### src/rtl/cordic_engine.sv
// rtl/cordic_engine.sv - folded CORDIC engine, rotation and vectoring modes, saturated x/y/z outputs
module cordic_engine #(
    parameter int WORD_LENGTH  = 21,
    parameter int FRAC_BITS    = 19,
    parameter int N_ITERATIONS = 17,
    parameter int GUARD_BITS   = 2
) (
    input  logic                   clk,
    input  logic                   rst,
    input  logic                   in_valid,
    output logic                   in_ready,
    input  logic                   in_mode,
    input  logic [WORD_LENGTH-1:0] in_x,
    input  logic [WORD_LENGTH-1:0] in_y,
    input  logic [WORD_LENGTH-1:0] in_z,
    output logic                   out_valid,
    input  logic                   out_ready,
    output logic [WORD_LENGTH-1:0] out_x,
    output logic [WORD_LENGTH-1:0] out_y,
    output logic [WORD_LENGTH-1:0] out_z,
    output logic                   busy
);

    localparam int IW          = WORD_LENGTH + GUARD_BITS;
    localparam int ROUND_SHIFT = 30 - FRAC_BITS;
    localparam longint ROUND_HALF = (longint'(1) << ROUND_SHIFT) >>> 1;
    localparam logic [4:0] LAST_ITER = 5'(N_ITERATIONS - 1);

    if (FRAC_BITS < 8 || FRAC_BITS > 30) begin : g_bad_frac_bits
        $error("cordic_engine: FRAC_BITS must be within 8..30");
    end
    if (N_ITERATIONS < 1 || N_ITERATIONS > 24) begin : g_bad_n_iterations
        $error("cordic_engine: N_ITERATIONS must be within 1..24");
    end

    // atan(2^-i) at 30 fractional bits, rounded half away from zero to FRAC_BITS below
    localparam longint ATAN_Q30 [24] = '{
        843314857, 497837829, 263043837, 133525159, 67021687, 33543516,
        16775851,  8388437,   4194283,   2097149,   1048576,  524288,
        262144,    131072,    65536,     32768,     16384,    8192,
        4096,      2048,      1024,      512,       256,      128
    };

    typedef enum logic [1:0] {
        S_IDLE = 2'd0,
        S_RUN  = 2'd1,
        S_DONE = 2'd2
    } state_t;

    state_t                r_state;
    state_t                w_state_next;
    logic [4:0]            r_iter;
    logic                  r_mode;
    logic signed [IW-1:0]  r_x;
    logic signed [IW-1:0]  r_y;
    logic signed [IW-1:0]  r_z;

    logic                  w_load;
    logic                  w_step;
    logic                  w_last;
    logic                  w_d_pos;
    logic signed [IW-1:0]  w_atan_rom [24];
    logic signed [IW-1:0]  w_atan;
    logic signed [IW-1:0]  w_xs;
    logic signed [IW-1:0]  w_ys;
    logic signed [IW-1:0]  w_x_next;
    logic signed [IW-1:0]  w_y_next;
    logic signed [IW-1:0]  w_z_next;
    logic signed [IW-1:0]  w_x_load;
    logic signed [IW-1:0]  w_y_load;
    logic signed [IW-1:0]  w_z_load;

    for (genvar k = 0; k < 24; k++) begin : g_atan_rom
        localparam longint RND = (ATAN_Q30[k] + ROUND_HALF) >>> ROUND_SHIFT;
        assign w_atan_rom[k] = RND[IW-1:0];
    end

    function automatic logic [WORD_LENGTH-1:0] sat(input logic signed [IW-1:0] v);
        logic [IW-WORD_LENGTH:0] top;
        top = v[IW-1:WORD_LENGTH-1];
        if ((&top) || !(|top)) begin
            return v[WORD_LENGTH-1:0];
        end else if (v[IW-1]) begin
            return {1'b1, {(WORD_LENGTH-1){1'b0}}};
        end else begin
            return {1'b0, {(WORD_LENGTH-1){1'b1}}};
        end
    endfunction

    assign w_x_load = IW'($signed(in_x));
    assign w_y_load = IW'($signed(in_y));
    assign w_z_load = in_mode ? '0 : IW'($signed(in_z));

    assign w_last  = (r_iter == LAST_ITER);
    assign w_atan  = w_atan_rom[r_iter];
    assign w_xs    = r_x >>> r_iter;
    assign w_ys    = r_y >>> r_iter;
    // d = +1: rotation drives z toward zero, vectoring drives y toward zero
    assign w_d_pos = r_mode ? r_y[IW-1] : ~r_z[IW-1];

    assign w_x_next = w_d_pos ? (r_x - w_ys)   : (r_x + w_ys);
    assign w_y_next = w_d_pos ? (r_y + w_xs)   : (r_y - w_xs);
    assign w_z_next = w_d_pos ? (r_z - w_atan) : (r_z + w_atan);

    always_comb begin
        w_state_next = r_state;
        w_load       = 1'b0;
        w_step       = 1'b0;
        case (r_state)
            S_IDLE: begin
                if (in_valid) begin
                    w_load       = 1'b1;
                    w_state_next = S_RUN;
                end
            end
            S_RUN: begin
                w_step = 1'b1;
                if (w_last) begin
                    w_state_next = S_DONE;
                end
            end
            S_DONE: begin
                if (out_ready) begin
                    if (in_valid) begin
                        w_load       = 1'b1;
                        w_state_next = S_RUN;
                    end else begin
                        w_state_next = S_IDLE;
                    end
                end
            end
            default: w_state_next = S_IDLE;
        endcase
    end

    always_ff @(posedge clk or negedge rst) begin
        if (!rst) begin
            r_state <= S_IDLE;
            r_iter  <= '0;
            r_mode  <= 1'b0;
            r_x     <= '0;
            r_y     <= '0;
            r_z     <= '0;
        end else begin
            r_state <= w_state_next;
            if (w_load) begin
                r_mode <= in_mode;
                r_iter <= '0;
                r_x    <= w_x_load;
                r_y    <= w_y_load;
                r_z    <= w_z_load;
            end else if (w_step) begin
                r_x    <= w_x_next;
                r_y    <= w_y_next;
                r_z    <= w_z_next;
                r_iter <= w_last ? 5'd0 : r_iter + 5'd1;
            end
        end
    end

    assign in_ready  = (r_state == S_IDLE) | ((r_state == S_DONE) & out_ready);
    assign out_valid = (r_state == S_DONE);
    assign busy      = (r_state == S_RUN);
    assign out_x     = sat(r_x);
    assign out_y     = sat(r_y);
    assign out_z     = sat(r_z);

endmodule

### config.mk
export PLATFORM = sky130hd
export DESIGN_NAME = cordic_engine
export DESIGN_NICKNAME = d
export VERILOG_FILES = /design/src/rtl/cordic_engine.sv
export SDC_FILE = /design/constraint.sdc
export NUM_CORES = 1
export LEC_CHECK = 0
export ABC_CLOCK_PERIOD_IN_PS = 7600
export CORE_UTILIZATION = 59
export CTS_CLUSTER_SIZE = 30
export DETAILED_ROUTE_END_ITERATION = 8
export PLACE_DENSITY = 0.81
export SLEW_MARGIN = 20
export SYNTH_ARGS = -nofsm -noshare
export SYNTH_HDL_FRONTEND = slang
export SYNTH_SLANG_ARGS = --single-unit
### constraint.sdc
create_clock -name clk -period 7.6 [get_ports clk]
set_clock_uncertainty 0.1 [all_clocks]
set_input_delay 1.52 -clock clk [delete_from_list [all_inputs] [get_ports clk]]
set_output_delay 1.52 -clock clk [all_outputs]
set_load 0.05 [all_outputs]
# Word-level counts from Yosys, hierarchy flattened
# Memory sizes are Yosys's and may differ from the RTL's.
# Index checks and enable logic that the tools add are counted.
# word_totals
mem_bits_ro	736
regBits	77
memories	1
out_inout_bits	66
wordCells	73
# mem_list
memory	words	word_bits	rd	rd_clocked_by_memory_dff	wr	line_no	text
(no name shown)	32	23	1	0	0	95	assign w_atan = w_atan_rom[r_iter];
# classes
n_eq_ne	6
n_addsub	7
order_cmp	1
bitwise_logic	4
muxes	31
reduce_logical	15
shifts	2
# ops
op	count
$mux 23	12
$mux 21	6
$add 23x23->23	3
$sub 23x23->23	3
$sshr 23x5->23	2
$mux 5	3
$reduce_and 3->1	4
$reduce_or 3->1	3
$ge 6x6->1 const B	1
$mux 2	3
$not 5->6	1
$pmux 2 s3	1
$add 5x1->5 const B	1
$eq 5x5->1 const B	1
$mux 1	5
$ne 2x1->1 const B	2
$logic_not 1->1	3
$logic_or 1x1->1	3
$eq 2x1->1 const B	1
$eq 2x2->1 const B	1
$logic_not 2->1	1
$ne 2x2->1 const B	1
$pmux 1 s2	1
$reduce_bool 2->1	1
3 further kinds	3

# Logic depth before layout (Yosys ltp)
# logic_depth
depth_word	8
mapped_depth	27

# Least setup slack after synthesis
# No wires, ideal clock.
# synth_path
kind	register to register
startpoint	reg r_iter[0]
endpoint	reg r_x[22]
period_less_slack_ns	5.576
setup_time_ns	0.099
t_arrival_ns	5.377
setup_slack_ns	2.024
path_stages_with_launch	28
n_path_buf	5
path_cell_list	dfrtp_1 buf_6 buf_8 buf_4 buf_4 buf_2 mux2_2 mux2i_1 a21oi_1 o21ai_0 nor2_1 nor2_1 ha_1 nor3b_1 and3_1 nor2_1 xor2_1 ha_1 a21o_1 a21oi_1 nand2_1 a21o_1 o311ai_0 o22ai_1 o41ai_1 xnor2_1 nor3_1 a311oi_1
# synth_via
elab_chain_len	5
word_cells_on_any_way	6
cone_classes	add/sub (2); shift (1); mux (3)
# synth_lines
element	line_no	text
start, declared	52	logic [4:0] r_iter;
start signal, assigned	156	r_iter <= w_last ? 5'd0 : r_iter + 5'd1;
$sshr 23x5->23 *	97	assign w_ys = r_y >>> r_iter;
$add 23x23->23 or $sub 23x23->23 (tied branches)	101	assign w_x_next = w_d_pos ? (r_x - w_ys) : (r_x + w_ys);
$mux 23 *	101	
$mux 23 *	152	end else if (w_step) begin
$mux 23 *	146	if (w_load) begin
end signal, assigned	149	r_x <= w_x_load;
end signal, assigned	153	r_x <= w_x_next;
end, declared	54	logic signed [IW-1:0] r_x;
# Mark *: on every way between the ends. The rest lies on a longest branch, timed or not. The select of a mux whose other input is x is not followed.
# A chain may end at the register's enable or synchronous reset.

# Final worst setup path
# layout_path
startpoint	reg r_iter[0]
endpoint	reg r_y[22]
# layout_via
elab_chain_len	5
word_cells_on_any_way	6
cone_classes	add/sub (2); shift (1); mux (3)
# layout_lines
element	line_no	text
$sshr 23x5->23 *	96	assign w_xs = r_x >>> r_iter;
$sub 23x23->23 or $add 23x23->23 (tied branches)	102	assign w_y_next = w_d_pos ? (r_y + w_xs) : (r_y - w_xs);
$mux 23 *	102	
$mux 23 *	152	
$mux 23 *	146	
end signal, assigned	150	r_y <= w_y_load;
end signal, assigned	154	r_y <= w_y_next;
end, declared	55	logic signed [IW-1:0] r_y;
# Marked as above.

==> results.py <==
metrics = {
    "status": {
        "status": "complete, no violations",
    },
    "worst_setup_path": {
        "start_kind": "flip-flop",
        "criticalPathCategory": "reg -> reg",
        "arrival_ns": 6.57,
        "critPathBufInv": 1,
        "end_kind": "flip-flop",
        "cp_max_fo": 63,
        "crit_family": "compound AO/OA/AOI/OAI gates",
        "cp_cell_sequence": "mux4_2 -> and2_1 -> or2_2 -> mux4_2 -> inv_1 -> ha_1 -> and2_1 -> nand4_1 -> nand2_1 -> xor2_1 -> ha_1 -> a211oi_1 -> o21ba_2 -> o211a_1 -> nor3b_1 -> o31ai_1 -> a21oi_1 -> a211oi_1 -> xnor2_1 -> or3_1 -> a31oi_1",
        "slowest_delay_ns": 1.08,
        "crit_slowest_cell": "dfrtp_4",
        "required_ns": 7.78,
    },
    "synth": {
        "synth.net_count": 1694,
        "ys_top_cells_by_count": "nand2_1 (232), nor2_1 (220), a21oi_1 (135), o21ai_0 (87), ha_1 (84)",
        "synth-async-reset-ratio_pct": 100,
        "synth-edff-count": 0,
        "synth_area_um2": 11500,
        "synth_cell_types": 78,
        "synth.area.top_cells": "dfrtp_1 (17%), mux4_2 (9.6%), ha_1 (9.1%), nand2_1 (7.6%), nor2_1 (7.2%)",
        "post-synth-top-area-fraction_pct": 16.7,
        "yosysTopAreaCell": "dfrtp_1",
        "synthCells": 1539,
        "ys_dominant_reg_cell": "dfrtp_1",
        "yosysMostFrequentCell": "nand2_1",
        "synth_seq_cells": 77,
        "ys_seq_area_share_pct": 16.7,
        "yosysWarnings": 0,
        "avgSynthCellArea_um2": 7.48,
    },
    "floorplan": {
        "num_io_pins": 134,
        "die_height_um": 142,
        "initial_core_util_pct": 60.9,
        "dieArea_um2": 20100,
        "design.core.area_um2": 18900,
        "die_w_um": 142,
        "fp-row-count": 50,
    },
    "grt": {
        "use_met1_pct": 54.3,
        "grt_pass1_vias": 11500,
        "gr-max-usage-layer": "met2",
        "globalRouteTotalUtil_pct": 39.5,
        "grt_antenna_before_repair": 0,
        "grt-ovfl-total": 0,
        "met3_usage_pct": 9.62,
        "grt_pass1_wl_um": 61500,
        "grt_max_degree": 71,
        "grtUsageMet2_pct": 60.6,
    },
    "timing": {
        "min_period_ns": 6.39,
        "period_share_pct": 84.1,
        "slew_violations": 0,
        "tightest_slew_ns": 1.06,
        "rsz0062_at_grt": "no",
        "clock.fmax_mhz": 156,
        "hold_viol": 0,
        "setup_viol": 0,
        "setup_tns_ns": 0,
        "relSlewSlack_pct": 29.4,
    },
    "cts": {
        "htreeDepth": 3,
        "path_clk_slew_ns": 0.07,
        "clock_sinks": 77,
        "cts_buffers": 9,
        "cts_buffer_depth": 2,
        "cts_resized": 0,
        "cts_setup_buffers": 0,
        "clock_latency_ns": 0.36,
        "cts_root_buf": "clkbuf_16",
        "postCtsHoldBufs": 0,
        "cts_tree": "built",
    },
    "placement": {
        "port-buffer-count": 133,
        "dpl.hpwl_um": 28300,
        "gp_congestion": 1.01,
    },
    "finish": {
        "fillers": 1620,
        "fin_nets": 1762,
        "fin_util_pct": 70.2,
        "drive_above_1_share_pct": 7.95,
        "syn_to_final_growth_pct": 15.2,
        "diodes": 0,
    },
    "route": {
        "routed_wl_um": 38900,
        "drt_iter0_drc": 1228,
        "first_pass_iters": 5,
        "vias_per_cell": 6.58,
        "final_antenna_net_count": 0,
        "wl_per_cell_um": 20.8,
        "drcViolationCount": 0,
        "vias": 12300,
    },
    "flow_run": {
        "drv_cap": 0,
    },
    "hold_path": {
        "hold_path.class": "reg -> reg",
    },
}
[layout make-up]
cell class	count	area (um^2)	area share (%)
well taps	260	325	2.45
clock inverters	5	85.1	0.642
inverters	38	143	1.08
repair buffers	155	1490	11.3
clock buffers	10	229	1.73
flip-flops and latches	77	1930	14.6
multi-input cells	1326	9050	68.3
[registers in the layout (all words and copies together), names as in the netlist]
signal   count
r_x         23
r_y         23
r_z         23
r_iter       5
r_state      2
r_mode       1
[stage by stage]
step | std cells | cell area (um^2) | setup slack [ns] | hold WS, ns
2_1_floorplan | 1539 | 11500 | 2.02 | 0.396
4_1_cts | 1871 | 13300 | 1.24 | 0.476
5_1_grt | 1871 | 13300 | 0.710 | 0.493
6_report | 1871 | 13300 | 1.21 | 0.473
3_5_place_dp | 1856 | 12900 | 1.30 | 0.468
3_3_place_gp | 1856 | 12900 | 1.42 | 0.426
[cells in the final DEF (no fill, tap or decap), types with 9 or more instances in the layout]
| cell type | synthesis | layout |
|---|---|---|
| mux2i_1 | 34 | 32 |
| buf_4 | 4 | 23 |
| o22ai_1 | 14 | 14 |
| o31ai_1 | 12 | 12 |
| nor3_1 | 25 | 25 |
| a211oi_1 | 12 | 12 |
| a21o_1 | 24 | 24 |
| xnor2_1 | 58 | 58 |
| and3_1 | 16 | 16 |
| o21a_1 | 15 | 15 |
| clkdlybuf4s50_1 | 0 | 132 |
| xor2_1 | 45 | 45 |
| clkbuf_16 | 0 | 9 |
| nor2b_1 | 9 | 9 |
| mux2_2 | 12 | 12 |
| a21boi_0 | 9 | 9 |
| o21ai_0 | 87 | 86 |
| ha_1 | 84 | 84 |
| mux4_2 | 49 | 49 |
| inv_1 | 36 | 36 |
| nand3_1 | 42 | 42 |
| and2_1 | 10 | 9 |
| a31oi_1 | 45 | 45 |
| or3_1 | 10 | 10 |
| nor2_1 | 220 | 219 |
| dfrtp_1 | 77 | 75 |
| a21oi_1 | 135 | 135 |
| nand2_1 | 232 | 231 |
[path summary, 6_finish.rpt]
kind                                            start                     to  slack [ns]  cells past startpoint
worst max-delay path            r_iter[0]$_DFFE_PN0P_    r_y[22]$_DFFE_PN0P_        1.21                     21
worst min-delay path               r_z[5]$_DFFE_PN0P_     r_z[5]$_DFFE_PN0P_        0.47                      2
worst max register to register  r_iter[0]$_DFFE_PN0P_    r_y[22]$_DFFE_PN0P_        1.21                     21
worst min register to register     r_z[5]$_DFFE_PN0P_     r_z[5]$_DFFE_PN0P_        0.47                      2
max in group asynchronous                         rst  r_iter[1]$_DFFE_PN0P_        5.33                      2
min in group asynchronous                         rst     r_x[6]$_DFFE_PN0P_        1.01                      1
[tightest hold or removal path, stage by stage, from the launching register on]
cell and delay [ns]:
dfrtp_1 0.40, nand2_1 0.06, a31oi_1 0.07
[layer usage]
metal | share of wire, % | wire, um
met1 | 41 | 16100
met2 | 44 | 17200
met3 | 12 | 4630
met4 | 2.6 | 1010
met5 | 0 | 0
[cells by family after synthesis]
kind of cell             Yosys count  synth area share [%]
adder cells (fa/ha/maj)           87                  9.65
AND/OR/NAND/NOR                  602                  22.6
XOR/XNOR                         103                  7.84
AO/OA/AOI/OAI                    436                  24.0
flip-flops                        77                  16.7
buffers and inverters            136                  4.89
multiplexers                      98                  14.3
Power is left out: the tool's default activity adds up to more than one toggle a clock period on the data nets, which glitch-free logic cannot reach.
